## config.mk

```make
export PLATFORM = sky130hd
export DESIGN_NAME = hazard_scoreboard_flat
export DESIGN_NICKNAME = d
export VERILOG_FILES = /design/src/rtl/hazard_pkg.sv /design/src/rtl/hazard_scoreboard_if.sv /design/src/rtl/hazard_md_timer.sv /design/src/rtl/hazard_scoreboard.sv /design/src/flat_wrapper.sv
export SDC_FILE = /design/constraint.sdc
export NUM_CORES = 1
export LEC_CHECK = 0
export CAP_MARGIN = 20
export CORE_AREA = 2 2 103 105
export CTS_CLUSTER_DIAMETER = 120
export CTS_CLUSTER_SIZE = 8
export DETAILED_ROUTE_END_ITERATION = 10
export DIE_AREA = 0 0 105 107
export GPL_ROUTABILITY_DRIVEN = 0
export GPL_TIMING_DRIVEN = 1
export PLACE_DENSITY_LB_ADDON = 0.08
export SYNTH_ARGS = -nofsm -noshare
export SYNTH_HDL_FRONTEND = slang
export SYNTH_HIERARCHICAL = 1
export SYNTH_SLANG_ARGS = --single-unit
export TNS_END_PERCENT = 10
```

## constraint.sdc

```tcl
create_clock -name clk -period 5.9 [get_ports clk]
set_input_delay 1.475 -clock clk [delete_from_list [all_inputs] [get_ports clk]]
set_output_delay 1.475 -clock clk [all_outputs]
set_load 0.05 [all_outputs]
```

## src/rtl/hazard_pkg.sv

```systemverilog
// rtl/hazard_pkg.sv - shared constants, descriptor type and helpers for the hazard scoreboard
package hazard_pkg;

    localparam int STG_E = 1;
    localparam int STG_M = 2;
    localparam int STG_R = 3;
    localparam int STG_W = 4;

    localparam int FWD_NONE = 0;

    // Descriptor field widths; the scoreboard's RAW/TW parameters must equal these.
    localparam int DESC_RAW = 5;
    localparam int DESC_TW  = 3;

    typedef struct packed {
        logic                valid;
        logic                md_start;
        logic [DESC_RAW-1:0] dst;
        logic [DESC_TW-1:0]  rem;
        logic [DESC_RAW-1:0] rs;
        logic [DESC_RAW-1:0] rt;
    } hz_desc_t;

    function automatic logic [DESC_TW-1:0] sat_dec(input logic [DESC_TW-1:0] v);
        return (v == '0) ? '0 : v - DESC_TW'(1);
    endfunction

endpackage

```

## src/rtl/hazard_scoreboard_if.sv

```systemverilog
// rtl/hazard_scoreboard_if.sv - D-stage hazard query and stall/forward response bundle
interface hazard_scoreboard_if #(
    parameter int RAW  = 5,
    parameter int TW   = 3,
    parameter int SELW = 3
) ();
    logic [RAW-1:0]  rs_d;
    logic [RAW-1:0]  rt_d;
    logic [TW-1:0]   tuse_rs_d;
    logic [TW-1:0]   tuse_rt_d;
    logic            use_rs_d;
    logic            use_rt_d;
    logic [RAW-1:0]  dst_d;
    logic [TW-1:0]   tnew_d;
    logic            md_d;
    logic            md_start_d;
    logic            md_div_d;
    logic            freeze;
    logic            flush_all;

    logic            stall;
    logic            flush_e;
    logic            md_busy;
    logic [SELW-1:0] fwd_rs_d;
    logic [SELW-1:0] fwd_rt_d;
    logic [SELW-1:0] fwd_rs_e;
    logic [SELW-1:0] fwd_rt_e;
    logic [SELW-1:0] fwd_rt_m;

    modport master (
        output rs_d, rt_d, tuse_rs_d, tuse_rt_d, use_rs_d, use_rt_d, dst_d, tnew_d,
               md_d, md_start_d, md_div_d, freeze, flush_all,
        input  stall, flush_e, md_busy, fwd_rs_d, fwd_rt_d, fwd_rs_e, fwd_rt_e, fwd_rt_m
    );

    modport slave (
        input  rs_d, rt_d, tuse_rs_d, tuse_rt_d, use_rs_d, use_rt_d, dst_d, tnew_d,
               md_d, md_start_d, md_div_d, freeze, flush_all,
        output stall, flush_e, md_busy, fwd_rs_d, fwd_rt_d, fwd_rs_e, fwd_rt_e, fwd_rt_m
    );
endinterface

```

## src/rtl/hazard_md_timer.sv

```systemverilog
// rtl/hazard_md_timer.sv - mult/div busy countdown loaded with the operation latency
module hazard_md_timer #(
    parameter int MULT_LAT = 5,
    parameter int DIV_LAT  = 10
) (
    input  logic clk,
    input  logic reset_n,
    input  logic start,
    input  logic is_div,
    output logic busy
);
    localparam int MAX_LAT = (DIV_LAT > MULT_LAT) ? DIV_LAT : MULT_LAT;
    localparam int CW      = $clog2(MAX_LAT + 1);

    logic [CW-1:0] r_cnt;

    always_ff @(posedge clk) begin
        if (!reset_n) begin
            r_cnt <= '0;
        end else if (start) begin
            r_cnt <= is_div ? CW'(DIV_LAT) : CW'(MULT_LAT);
        end else if (r_cnt != '0) begin
            r_cnt <= r_cnt - CW'(1);
        end
    end

    assign busy = (r_cnt != '0);

endmodule

```

## src/rtl/hazard_scoreboard.sv

```systemverilog
// rtl/hazard_scoreboard.sv - in-flight write tracker deciding D stall, E bubble and forward selects
module hazard_scoreboard
    import hazard_pkg::*;
#(
    parameter int NSTAGE   = STG_W,
    parameter int RAW      = DESC_RAW,
    parameter int TW       = DESC_TW,
    parameter int SELW     = 3,
    parameter int MULT_LAT = 5,
    parameter int DIV_LAT  = 10
) (
    input  logic                 clk,
    input  logic                 reset_n,
    hazard_scoreboard_if.slave   hz
);
    if (RAW != DESC_RAW || TW != DESC_TW || (1 << SELW) <= NSTAGE) begin : g_param_check
        $error("hazard_scoreboard: RAW/TW must match hazard_pkg and 2^SELW must exceed NSTAGE");
    end

    typedef hz_desc_t desc_arr_t [1:NSTAGE];

    desc_arr_t       r_desc;
    desc_arr_t       w_next;
    logic [SELW-1:0] w_k_rs_d, w_k_rt_d, w_k_rs_e, w_k_rt_e, w_k_rt_m;
    logic [TW-1:0]   w_rem_rs_d, w_rem_rt_d, w_rem_rs_e, w_rem_rt_e, w_rem_rt_m;
    logic            w_stall_rs, w_stall_rt, w_stall_md, w_stall;
    logic            w_md_busy, w_md_start;

    // Youngest matching producer at stage >= lo wins; k=0 means no producer in flight.
    function automatic void nearest(input desc_arr_t d, input logic [RAW-1:0] s, input int lo,
                                    output logic [SELW-1:0] k, output logic [TW-1:0] rem);
        k   = SELW'(FWD_NONE);
        rem = '0;
        for (int i = NSTAGE; i >= lo; i--) begin
            if (d[i].valid && d[i].dst != '0 && d[i].dst == s) begin
                k   = SELW'(i);
                rem = d[i].rem;
            end
        end
    endfunction

    always_comb begin
        nearest(r_desc, hz.rs_d,           STG_E, w_k_rs_d, w_rem_rs_d);
        nearest(r_desc, hz.rt_d,           STG_E, w_k_rt_d, w_rem_rt_d);
        nearest(r_desc, r_desc[STG_E].rs,  STG_M, w_k_rs_e, w_rem_rs_e);
        nearest(r_desc, r_desc[STG_E].rt,  STG_M, w_k_rt_e, w_rem_rt_e);
        nearest(r_desc, r_desc[STG_M].rt,  STG_R, w_k_rt_m, w_rem_rt_m);
    end

    assign w_stall_rs = hz.use_rs_d && (w_k_rs_d != '0) && (w_rem_rs_d > hz.tuse_rs_d);
    assign w_stall_rt = hz.use_rt_d && (w_k_rt_d != '0) && (w_rem_rt_d > hz.tuse_rt_d);
    assign w_stall_md = hz.md_d && (w_md_busy || (r_desc[STG_E].valid && r_desc[STG_E].md_start));
    assign w_stall    = w_stall_rs || w_stall_rt || w_stall_md;

    assign hz.stall    = w_stall;
    assign hz.flush_e  = w_stall && !hz.freeze;
    assign hz.md_busy  = w_md_busy;

    // A producer is only forwardable once its remaining Tnew has reached zero.
    assign hz.fwd_rs_d = (w_rem_rs_d == '0) ? w_k_rs_d : SELW'(FWD_NONE);
    assign hz.fwd_rt_d = (w_rem_rt_d == '0) ? w_k_rt_d : SELW'(FWD_NONE);
    assign hz.fwd_rs_e = (w_rem_rs_e == '0) ? w_k_rs_e : SELW'(FWD_NONE);
    assign hz.fwd_rt_e = (w_rem_rt_e == '0) ? w_k_rt_e : SELW'(FWD_NONE);
    assign hz.fwd_rt_m = (w_rem_rt_m == '0) ? w_k_rt_m : SELW'(FWD_NONE);

    always_comb begin
        w_next[1] = '0;
        if (!w_stall) begin
            w_next[1].valid    = 1'b1;
            w_next[1].md_start = hz.md_start_d;
            w_next[1].dst      = hz.dst_d;
            w_next[1].rem      = sat_dec(hz.tnew_d);
            w_next[1].rs       = hz.rs_d;
            w_next[1].rt       = hz.rt_d;
        end
        for (int k = 2; k <= NSTAGE; k++) begin
            w_next[k]     = r_desc[k-1];
            w_next[k].rem = sat_dec(r_desc[k-1].rem);
        end
    end

    always_ff @(posedge clk) begin
        if (!reset_n || hz.flush_all) begin
            r_desc <= '{default: '0};
        end else if (!hz.freeze) begin
            r_desc <= w_next;
        end
    end

    assign w_md_start = hz.md_start_d && !w_stall && !hz.freeze;

    hazard_md_timer #(
        .MULT_LAT (MULT_LAT),
        .DIV_LAT  (DIV_LAT)
    ) u_md_timer (
        .clk     (clk),
        .reset_n (reset_n),
        .start   (w_md_start),
        .is_div  (hz.md_div_d),
        .busy    (w_md_busy)
    );

endmodule

```

## src/flat_wrapper.sv

```systemverilog
// flat-port wrapper written by rule: the top's interface ports become plain ports
module hazard_scoreboard_flat import hazard_pkg::*;
#(
    parameter int NSTAGE   = STG_W,
    parameter int RAW      = DESC_RAW,
    parameter int TW       = DESC_TW,
    parameter int SELW     = 3,
    parameter int MULT_LAT = 5,
    parameter int DIV_LAT  = 10
)
  (clk, reset_n, hz_rs_d, hz_rt_d, hz_tuse_rs_d, hz_tuse_rt_d, hz_use_rs_d, hz_use_rt_d, hz_dst_d, hz_tnew_d, hz_md_d, hz_md_start_d, hz_md_div_d, hz_freeze, hz_flush_all, hz_stall, hz_flush_e, hz_md_busy, hz_fwd_rs_d, hz_fwd_rt_d, hz_fwd_rs_e, hz_fwd_rt_e, hz_fwd_rt_m);
  hazard_scoreboard_if #(.RAW(RAW), .TW(TW), .SELW(SELW)) hz_i ();
  input  logic clk;
  input  logic reset_n;
  input wire logic [$bits(hz_i.rs_d)-1:0] hz_rs_d;
  input wire logic [$bits(hz_i.rt_d)-1:0] hz_rt_d;
  input wire logic [$bits(hz_i.tuse_rs_d)-1:0] hz_tuse_rs_d;
  input wire logic [$bits(hz_i.tuse_rt_d)-1:0] hz_tuse_rt_d;
  input wire logic [$bits(hz_i.use_rs_d)-1:0] hz_use_rs_d;
  input wire logic [$bits(hz_i.use_rt_d)-1:0] hz_use_rt_d;
  input wire logic [$bits(hz_i.dst_d)-1:0] hz_dst_d;
  input wire logic [$bits(hz_i.tnew_d)-1:0] hz_tnew_d;
  input wire logic [$bits(hz_i.md_d)-1:0] hz_md_d;
  input wire logic [$bits(hz_i.md_start_d)-1:0] hz_md_start_d;
  input wire logic [$bits(hz_i.md_div_d)-1:0] hz_md_div_d;
  input wire logic [$bits(hz_i.freeze)-1:0] hz_freeze;
  input wire logic [$bits(hz_i.flush_all)-1:0] hz_flush_all;
  output wire logic [$bits(hz_i.stall)-1:0] hz_stall;
  output wire logic [$bits(hz_i.flush_e)-1:0] hz_flush_e;
  output wire logic [$bits(hz_i.md_busy)-1:0] hz_md_busy;
  output wire logic [$bits(hz_i.fwd_rs_d)-1:0] hz_fwd_rs_d;
  output wire logic [$bits(hz_i.fwd_rt_d)-1:0] hz_fwd_rt_d;
  output wire logic [$bits(hz_i.fwd_rs_e)-1:0] hz_fwd_rs_e;
  output wire logic [$bits(hz_i.fwd_rt_e)-1:0] hz_fwd_rt_e;
  output wire logic [$bits(hz_i.fwd_rt_m)-1:0] hz_fwd_rt_m;
  assign hz_i.rs_d = hz_rs_d;
  assign hz_i.rt_d = hz_rt_d;
  assign hz_i.tuse_rs_d = hz_tuse_rs_d;
  assign hz_i.tuse_rt_d = hz_tuse_rt_d;
  assign hz_i.use_rs_d = hz_use_rs_d;
  assign hz_i.use_rt_d = hz_use_rt_d;
  assign hz_i.dst_d = hz_dst_d;
  assign hz_i.tnew_d = hz_tnew_d;
  assign hz_i.md_d = hz_md_d;
  assign hz_i.md_start_d = hz_md_start_d;
  assign hz_i.md_div_d = hz_md_div_d;
  assign hz_i.freeze = hz_freeze;
  assign hz_i.flush_all = hz_flush_all;
  assign hz_stall = hz_i.stall;
  assign hz_flush_e = hz_i.flush_e;
  assign hz_md_busy = hz_i.md_busy;
  assign hz_fwd_rs_d = hz_i.fwd_rs_d;
  assign hz_fwd_rt_d = hz_i.fwd_rt_d;
  assign hz_fwd_rs_e = hz_i.fwd_rs_e;
  assign hz_fwd_rt_e = hz_i.fwd_rt_e;
  assign hz_fwd_rt_m = hz_i.fwd_rt_m;
  hazard_scoreboard #(.NSTAGE(NSTAGE), .RAW(RAW), .TW(TW), .SELW(SELW), .MULT_LAT(MULT_LAT), .DIV_LAT(DIV_LAT)) u_core (.clk(clk), .reset_n(reset_n), .hz(hz_i));
endmodule
```

==> reports/qor.yml, run 1 <==
muxShareOfSynthArea_pct: 6.81
pwr-share-seq_pct: 47.0
viasPerCell: 5.25
fmax_ghz: 0.173
post-route-cell-area_um2: 5140
stdcell_count: 673
clkLatencyLatePin_ns: 0.32
power_mw: 0.905
yosys.cell_count.top_type: "dfxtp_1"
hold_viol: 0
vdd_drop_max_mv: 0.124
synthXorXnorAreaFrac_pct: 17.9
synthSimpleGateAreaFrac_pct: 20.6
die_h_um: 107
power.switching_mw: 0.300
syn_area_um2: 3970
diodes: 0
synthTopCellsByArea: "dfxtp_1 (28%), xnor2_1 (12%), mux2i_1 (6.8%), xor2_1 (6.0%), ha_1 (5.0%)"
synth_fa_ha_area_share_pct: 5.04
reg2regPathDepth: 14
fp.coreArea_um2: 10100
slew_violations: 0
regToRegStartpoint: "u_core/r_desc[34]$_SDFFE_PP0N_"
rows: 37
yosysWarningCount: 6
placed_area_um2: 4830
min_period_ns: 5.79
ant_nets: 0
postSynthAreaPerCell_um2: 8.48
clock_sinks: 56
initial_core_util_pct: 39.3
yosys.area.top_type: "dfxtp_1"
grt-ovfl-total: 0
rsz0062_at_grt: "yes"
synth_flop_cell: "dfxtp_1"
cts-buffers-inserted: 5
antenna_found_initial: 0
place.detailed.hpwl_um: 8640
drv_cap: 0
drive_gt1_share_pct: 22.7
synth_edf_count: 0
cts_tree: "built"
startpoint: "hz_rt_d[1]"
root_buffer: "clkbuf_8"
arrival_ns: 4.32
grt_pass1_vias: 3555
dieArea_um2: 11200
hold_end: "u_core/r_desc[78]$_SDFFE_PP0N_"
p_leak_nw: 2.20
power.density_nw_per_um2: 176
cts_max_path_buffers: 2
dr.pass1.iters: 4
cp.required_ns: 4.43
end_kind: "output pin"
startpoint_type: "input port"
swShare_pct: 33.1
die_w_um: 105
outcome: "completed"
htree_levels: 2
power_frac_clock_pct: 24.1
grt.total_usage_pct: 20.9
grt_pass1_wl_um: 18500
nNetsFinal: 585
synth_top_family_by_area: "simple AND/OR/NAND/NOR gates"
cp_max_fo: 4
power.internal_mw: 0.606
area_growth_pct: 29.6
portBuffers: 50
postSynthNetCount: 517
critPathKind: "input port to output pin"
synthCells: 468
first_iter_violations: 128
finalSetupViolCount: 0
synth-seq-cells: 56
clk_pin_slew_ns: 0.10
vias: 3532
cts.hold.buffers_added: 0
hold_path_class: "flip-flop to flip-flop"
dp_cells: 659
slew_headroom_pct: 39.5
hp-start: "u_core/r_desc[78]$_SDFFE_PP0N_"
routed_wirelength_um: 11300
netlist_top_cells_count: "dfxtp_1 (56), xnor2_1 (54), nor2_1 (50)"
num_io_pins: 51
clock_skew_ns: 0.0147
wl_per_cell_um: 16.9
reg2reg_to: "u_core/r_desc[60]$_SDFFE_PP0N_"
combPwrFrac_pct: 29.0
grt_start_max_net_pins: 39
holdPathStages: 2
rrSetupSlack_ns: 1.68
synth_top_area_share_pct: 28.2
worst_pin_slew_ns: 0.907
async_reset_ff_share_pct: 0
fin_crit_sh_pct: 98.1
synth_compound_area_share_pct: 13.0
yosysUniqueCellTypes: 53
drc: 0
yosysSeqAreaShare_pct: 28.2
cells by family after synthesis:
logic type / Yosys count
AOI/OAI and AO/OA: 66
xor gates and xnor gates: 81
adders and majority gates: 16
buffers and inverters: 68
DFF: 56
muxes: 27
and+or+nand+nor: 154
routing by layer:
metal	part of all wire, %	track usage, %	vias up
li1	-	-	1751
met1	48	29.0	1698
met2	47	34.0	69
met3	4.5	3.28	14
met4	1.2	4.86	0
met5	0	0	-
area by class of cell:
type                    instances  area [um2]
repair buffers                105         980
clock inverters                 3        21.3
well taps                     136         170
clock buffers                   5        68.8
fillers                      1005        4950
inverters                      24        90.1
flip-flops and latches         56        1120
multi-input cells             344        2690
power by group through the flow:
stage,Clock (mW),Combinational [mW],Sequential (mW)
final,0.218,0.262,0.425
after global routing,0.240,0.289,0.429
after CTS,0.226,0.256,0.425
after detailed placement,0,0.250,0.434
after global placement,0,0.247,0.434
after floorplan,0,0.176,0.423
state kept, by name, summed over array words and instances (netlist names):
name	cells
u_core/r_desc	52
u_core/u_md_timer/r_cnt	4
worst max-delay path by stage:
stage / to
detailed placement: hz_flush_e
global route: hz_flush_e
global placement: hz_flush_e
floorplan: hz_fwd_rs_d[0]
CTS: hz_flush_e
finish: hz_flush_e
cells in the final DEF (no fill, tap or decap), types with 4 or more instances in the layout:
cell type / instances
a21oi_1: 9
a22o_1: 12
a22o_2: 6
buf_12: 7
buf_4: 52
buf_6: 4
clkbuf_8: 5
clkdlybuf4s50_1: 31
dfxtp_1: 56
dlygate4sd2_1: 5
ha_1: 16
inv_1: 24
mux2i_1: 27
nand2_1: 16
nand3_1: 18
nand4b_1: 5
nor2_1: 48
nor3_1: 10
nor4_1: 14
o211ai_1: 4
o21ai_0: 9
or4_1: 4
or4_4: 4
xnor2_1: 49
xnor2_2: 5
xor2_1: 27
critical path, stage by stage:
cell and delay, ns:
dlygate4sd2_1 0.30, xnor2_2 0.19, nand2_2 0.11, or3_4 0.40
or4_4 0.43, o22ai_2 0.19, inv_1 0.06, ha_1 0.17
nor2b_1 0.12, o21a_1 0.14, o211ai_1 0.11, a41oi_2 0.24
o21a_1 0.21, buf_12 0.14
timing repair:
action | CTS | global route
gates resized for setup | 24 | 28
pin swaps | 11 | 21
setup endpoints to repair | 2 | 2
setup buffers | 4 | 3
stage by stage:
| stage | setup TNS, ns | hold WS (ns) | worst slack, ns | utilization, % |
|---|---|---|---|---|
| floorplan | -0.555 | 0.455 | -0.155 | - |
| global placement | -0.518 | 0.473 | -0.267 | 47.9 |
| detailed placement | -0.646 | 0.476 | -0.334 | 47.9 |
| CTS | 0 | 0.495 | 0.000810 | 49.9 |
| global route | -0.0407 | 0.519 | -0.0243 | 51.0 |
| finish | 0 | 0.488 | 0.109 | 51.0 |
Note: power is estimated with default switching activity, not from simulation.
==> run 2, diff against run 1 <==
==> constraint.sdc (replaced) <==
create_clock -name clk -period 5.9 [get_ports clk]
set_input_delay 1.18 -clock clk [delete_from_list [all_inputs] [get_ports clk]]
set_output_delay 1.18 -clock clk [all_outputs]
set_load 0.05 [all_outputs]
==> run 2 against run 1 <==
  * Wire length fell by 2.3%
  * Worst hold slack improved by 0.0013 ns
  * Fmax is 0.95% higher
  * Critical endpoint is now hz_stall
  * Highest routed layer unchanged
==> reports/qor.yml, run 2 (synthesized netlist as in run 1, its figures left out) <==
nNetsFinal: 544
ant_nets: 0
reg2reg_to: "u_core/r_desc[64]$_SDFFE_PP0N_"
cts.hold.buffers_added: 0
clkLatencyLatePin_ns: 0.32
vdd_drop_max_mv: 0.124
layout_common_cells: "dfxtp_1 (56), xnor2_1 (53), nor2_1 (49)"
end_kind: "output pin"
crit_chain: "clkdlybuf4s50_1, xnor2_1, nand2_1, or4_1, a311oi_1, o22ai_1, inv_1, ha_1, nor2b_1, o21ai_0, a21oi_1, o41ai_4, nand2_1, or2_2, buf_4"
grt-ovfl-total: 0
cpMaxStageDelayCell: "clkdlybuf4s50_1"
cts_tree: "built"
top_register: "u_core/r_desc"
diodes: 0
area_growth_pct: 16.5
worst_pin_slew_ns: 0.861
worst_path_most_repeated_cell: "nand2_1"
postCtsSetupBuffers: 0
drive_gt1_share_pct: 12.1
clk_pin_slew_ns: 0.10
largestRegisters: "u_core/r_desc: 52 flops, u_core/u_md_timer/r_cnt: 4 flops"
fin_crit_sh_pct: 97.2
cts_max_path_buffers: 2
power.density_nw_per_um2: 193
cts-buffers-inserted: 5
placed_area_um2: 4490
num_io_pins: 51
wl_per_cell_um: 17.5
holdPathStages: 2
die_h_um: 107
regToRegStartpoint: "u_core/r_desc[35]$_SDFFE_PP0N_"
rsz0062_at_grt: "no"
slew_violations: 0
startpoint_type: "input port"
dieArea_um2: 11200
die_w_um: 105
grt.total_usage_pct: 20.3
cts.repair.resized: 0
finalSetupViolCount: 0
fmax_ghz: 0.174
root_buffer: "clkbuf_8"
vias: 3377
min_period_ns: 5.74
cp.required_ns: 4.72
initial_core_util_pct: 39.3
slew_headroom_pct: 42.5
critPathKind: "input port to output pin"
antenna_found_initial: 0
first_iter_violations: 208
grt_pass1_wl_um: 18100
routed_wirelength_um: 11100
post-route-cell-area_um2: 4620
max_stage_delay_ns: 0.66
clock_skew_ns: 0.0148
timing.setup.tns_ns: 0
place.detailed.hpwl_um: 8300
hold_path_class: "flip-flop to flip-flop"
grt_pass1_vias: 3338
arrival_ns: 4.56
p_leak_nw: 1.90
grt_start_max_net_pins: 39
drc: 0
portBuffers: 50
rows: 37
largest_reg_flops: 52
dr.pass1.iters: 4
outcome: "completed"
hold_viol: 0
startpoint: "hz_rs_d[0]"
rrSetupSlack_ns: 1.90
cp_max_fo: 6
fp.coreArea_um2: 10100
mostFrequentLayoutCell: "dfxtp_1"
hp-start: "u_core/r_desc[78]$_SDFFE_PP0N_"
viasPerCell: 5.34
reg2regPathDepth: 14
hold_end: "u_core/r_desc[78]$_SDFFE_PP0N_"
clock_sinks: 56
htree_levels: 2
drv_cap: 0
fill_cells: 1060
## run 2: report_power, final
group          internal (mW)  total [mW]  switching [mW]  leakage (nW)
clock network         0.0943       0.224           0.130        0.0510
logic                  0.110       0.242           0.132          1.40
registers              0.398       0.426          0.0279         0.454
## run 2: per-layer routing
layer / global-route usage, % / vias up / share of wire (%)
met5: 0 / - / 0
met4: 4.38 / 0 / 0.98
met3: 2.31 / 8 / 3.2
met2: 33.2 / 77 / 47
met1: 28.7 / 1628 / 49
li1: - / 1664 / -
## run 2: per-stage QoR
| stage | util, % | hold slack (ns) | cells | total power, mW | setup slack (ns) |
|---|---|---|---|---|---|
| finish | 45.8 | 0.490 | 632 | 0.891 | 0.164 |
| global route | 45.8 | 0.527 | 632 | 0.941 | 0.0137 |
| CTS | 45.5 | 0.492 | 632 | 0.898 | 0.0687 |
| detailed placement | 44.5 | 0.480 | 624 | 0.676 | 0.0737 |
| global placement | 44.5 | 0.481 | 624 | 0.672 | 0.139 |
| floorplan | - | 0.455 | 468 | 0.599 | 0.435 |
## run 2: how the worst max path moves through the flow
stage,slack [ns],to
after floorplan,0.43,hz_fwd_rs_d[0]
after global placement,0.14,hz_flush_e
after detailed placement,0.07,hz_stall
after CTS,0.07,hz_stall
after global routing,0.01,hz_flush_e
final,0.16,hz_stall
## run 2: layout make-up
| cell class | instances | area (um2) | share of cell area, % |
|---|---|---|---|
| Inverter | 24 | 90.1 | 1.95 |
| Clock buffer | 6 | 82.6 | 1.79 |
| Multi-Input combinational cell | 344 | 2550 | 55.2 |
| Sequential cell | 56 | 1120 | 24.2 |
| Tap cell | 136 | 170 | 3.68 |
| Timing Repair Buffer | 64 | 596 | 12.9 |
| Clock inverter | 2 | 10.0 | 0.217 |
## run 2: critical path: cells and delay by family
kind            cells  cell delay (ns)
xor+xnor            1             0.18
buf+inv             3             0.94
compound gates      5             0.86
simple gates        5             1.23
fa+ha+maj           1             0.15
==> run 3, diff against run 2 <==
--- a/config.mk
+++ b/config.mk
@@ -6,11 +6,11 @@
 export NUM_CORES = 1
 export LEC_CHECK = 0
 export CAP_MARGIN = 20
-export CORE_AREA = 2 2 103 105
+export CORE_AREA = 2 2 88 90
 export CTS_CLUSTER_DIAMETER = 120
 export CTS_CLUSTER_SIZE = 8
 export DETAILED_ROUTE_END_ITERATION = 10
-export DIE_AREA = 0 0 105 107
+export DIE_AREA = 0 0 90 92
 export GPL_ROUTABILITY_DRIVEN = 0
 export GPL_TIMING_DRIVEN = 1
 export PLACE_DENSITY_LB_ADDON = 0.08
==> run 3 against run 2 <==
  * Die area down 26%
  * Cell count fell by 5.2%
  * Final area is 0.97% lower
  * Clock power fell by 4%
  * Global-route usage is 5.0 points higher
  * Register-to-register slack about the same
  * Flip-flop and latch count unchanged
  * Core utilization increased by 16 points
  * Critical path depth did not move
  * Wire length down 7.6%
  * Power is 1.1% lower
  * Critical path type unchanged
==> reports/qor.yml, run 3 (synthesized netlist as in run 1, its figures left out) <==
outcome: "completed"
utilization_pct: 61.5
fill_cells: 683
cts-buffers-inserted: 5
clk_pin_slew_ns: 0.10
wl_met3_um: 554
htree_levels: 2
grt.total_usage_pct: 25.3
hold_viol: 0
p_leak_nw: 1.90
end_kind: "output pin"
largest_reg_flops: 52
drc: 0
worst-path-stages: 15
regToRegStartpoint: "u_core/r_desc[17]$_SDFFE_PP0N_"
initial_core_util_pct: 53.3
cts_max_path_buffers: 2
num_io_pins: 51
clock_skew_ns: 0.00607
critPathTopFamily: "simple AND/OR/NAND/NOR gates"
fmax_ghz: 0.172
dr.pass1.iters: 5
viasPerCell: 5.74
drive_gt1_share_pct: 11.5
layout_common_cells: "dfxtp_1 (56), xnor2_1 (53), nor2_1 (50)"
crit_buf_inv: 3
die_w_um: 90
slew_headroom_pct: 33.3
antenna_found_initial: 0
wl_met1_um: 4760
worst_path_most_repeated_cell: "nand2_1"
power.switching_mw: 0.288
post-route-cell-area_um2: 4580
grt_pass1_wl_um: 16700
swShare_pct: 32.7
reg2regPathDepth: 17
portBuffers: 50
dp_cells: 591
cp.required_ns: 4.72
clock_sinks: 56
ant_nets: 0
routed_wirelength_um: 10200
vdd_drop_max_mv: 0.154
vias: 3436
hold_end: "u_core/r_desc[78]$_SDFFE_PP0N_"
wl_per_cell_um: 17.1
power.density_nw_per_um2: 192
diodes: 0
crit_chain: "clkdlybuf4s50_1, xnor2_1, nand2_1, or4_1, a311oi_1, o22ai_1, inv_1, ha_1, nor2b_1, o21ai_0, a21oi_1, o41ai_4, nand2_1, or2_2, buf_4"
hp-start: "u_core/r_desc[78]$_SDFFE_PP0N_"
rows: 32
grt_start_max_net_pins: 39
holdPathStages: 2
drv_cap: 0
placed_area_um2: 4450
wl_met2_um: 4750
fp.coreArea_um2: 7450
max_stage_delay_ns: 0.64
top_register: "u_core/r_desc"
combPwrFrac_pct: 27.2
rrSetupSlack_ns: 1.89
mostFrequentLayoutCell: "dfxtp_1"
cts_tree: "built"
min_period_ns: 5.81
critPathKind: "input port to output pin"
finalSetupViolCount: 0
place.detailed.hpwl_um: 7700
power_mw: 0.881
clkLatencyLatePin_ns: 0.32
area_growth_pct: 15.3
reg2reg_to: "u_core/u_md_timer/r_cnt[3]$_SDFFE_PN0P_"
die_h_um: 92
first_iter_violations: 237
hold_path_class: "flip-flop to flip-flop"
grt_pass1_vias: 3211
pwr-share-seq_pct: 48.2
worst_pin_slew_ns: 1.00
cpMaxStageDelayCell: "or4_1"
power_frac_clock_pct: 24.5
postCtsSetupBuffers: 0
fin_crit_sh_pct: 98.4
cp_max_fo: 6
slew_violations: 0
dieArea_um2: 8280
nNetsFinal: 545
top_layer: "met4"
startpoint_type: "input port"
power.internal_mw: 0.593
root_buffer: "clkbuf_8"
largestRegisters: "u_core/r_desc: 52 flops, u_core/u_md_timer/r_cnt: 4 flops"
arrival_ns: 4.63
stdcell_count: 599
grt-ovfl-total: 0
[run 3: power by group through the flow]
| stage | Sequential (mW) | Combinational, mW | Clock, mW |
|---|---|---|---|
| 6_report | 0.425 | 0.240 | 0.216 |
| 5_1_grt | 0.428 | 0.266 | 0.235 |
| 4_1_cts | 0.425 | 0.241 | 0.221 |
| 3_5_place_dp | 0.434 | 0.240 | 0 |
| 3_3_place_gp | 0.433 | 0.236 | 0 |
| 2_1_floorplan | 0.423 | 0.176 | 0 |
[run 3: timing repair]
item	in CTS	in global routing
resized for setup	0	6
setup endpoints to repair	0	2
hold buffers	0	0
[run 3: worst max path at each step]
| stage | startpoint | to | slack, ns |
|---|---|---|---|
| final | hz_rs_d[1] | hz_stall | 0.09 |
| after global routing | hz_rs_d[2] | hz_flush_e | -0.04 |
| after CTS | hz_rt_d[4] | hz_flush_e | 0.13 |
| after detailed placement | hz_rt_d[4] | hz_flush_e | 0.15 |
| after global placement | hz_rt_d[4] | hz_stall | 0.19 |
| after floorplan | hz_rs_d[1] | hz_fwd_rs_d[0] | 0.43 |
[run 3: routing by layer]
metal	global-route usage, %	vias up
li1	-	1670
met1	34.1	1635
met2	42.2	111
met3	3.94	20
met4	6.79	0
met5	0	-
[run 3: through the flow]
step | TNS [ns] | hold WS [ns] | setup WS [ns]
5_1_grt | -0.0731 | 0.503 | -0.0425
6_report | 0 | 0.491 | 0.0929
2_1_floorplan | 0 | 0.455 | 0.435
3_5_place_dp | 0 | 0.478 | 0.148
4_1_cts | 0 | 0.493 | 0.134
3_3_place_gp | 0 | 0.477 | 0.190
[run 3: area by class of cell]
cell class / count / area [um2] / area share, %
clock buffer: 5 / 68.8 / 1.50
clock inverter: 3 / 21.3 / 0.465
inverter: 24 / 90.1 / 1.97
multi-input combinational: 344 / 2550 / 55.6
sequential: 56 / 1120 / 24.5
tap: 102 / 128 / 2.79
timing repair buffer: 65 / 603 / 13.2
[run 3: worst register-to-register path, delay by kind of cell (launching register included)]
| family | cells | cell delay (ns) |
|---|---|---|
| adders and majority gates | 1 | 0.20 |
| AOI/OAI and AO/OA | 6 | 1.27 |
| DFF | 1 | 0.61 |
| buffers and inverters | 3 | 0.49 |
| and+or+nand+nor | 7 | 1.34 |
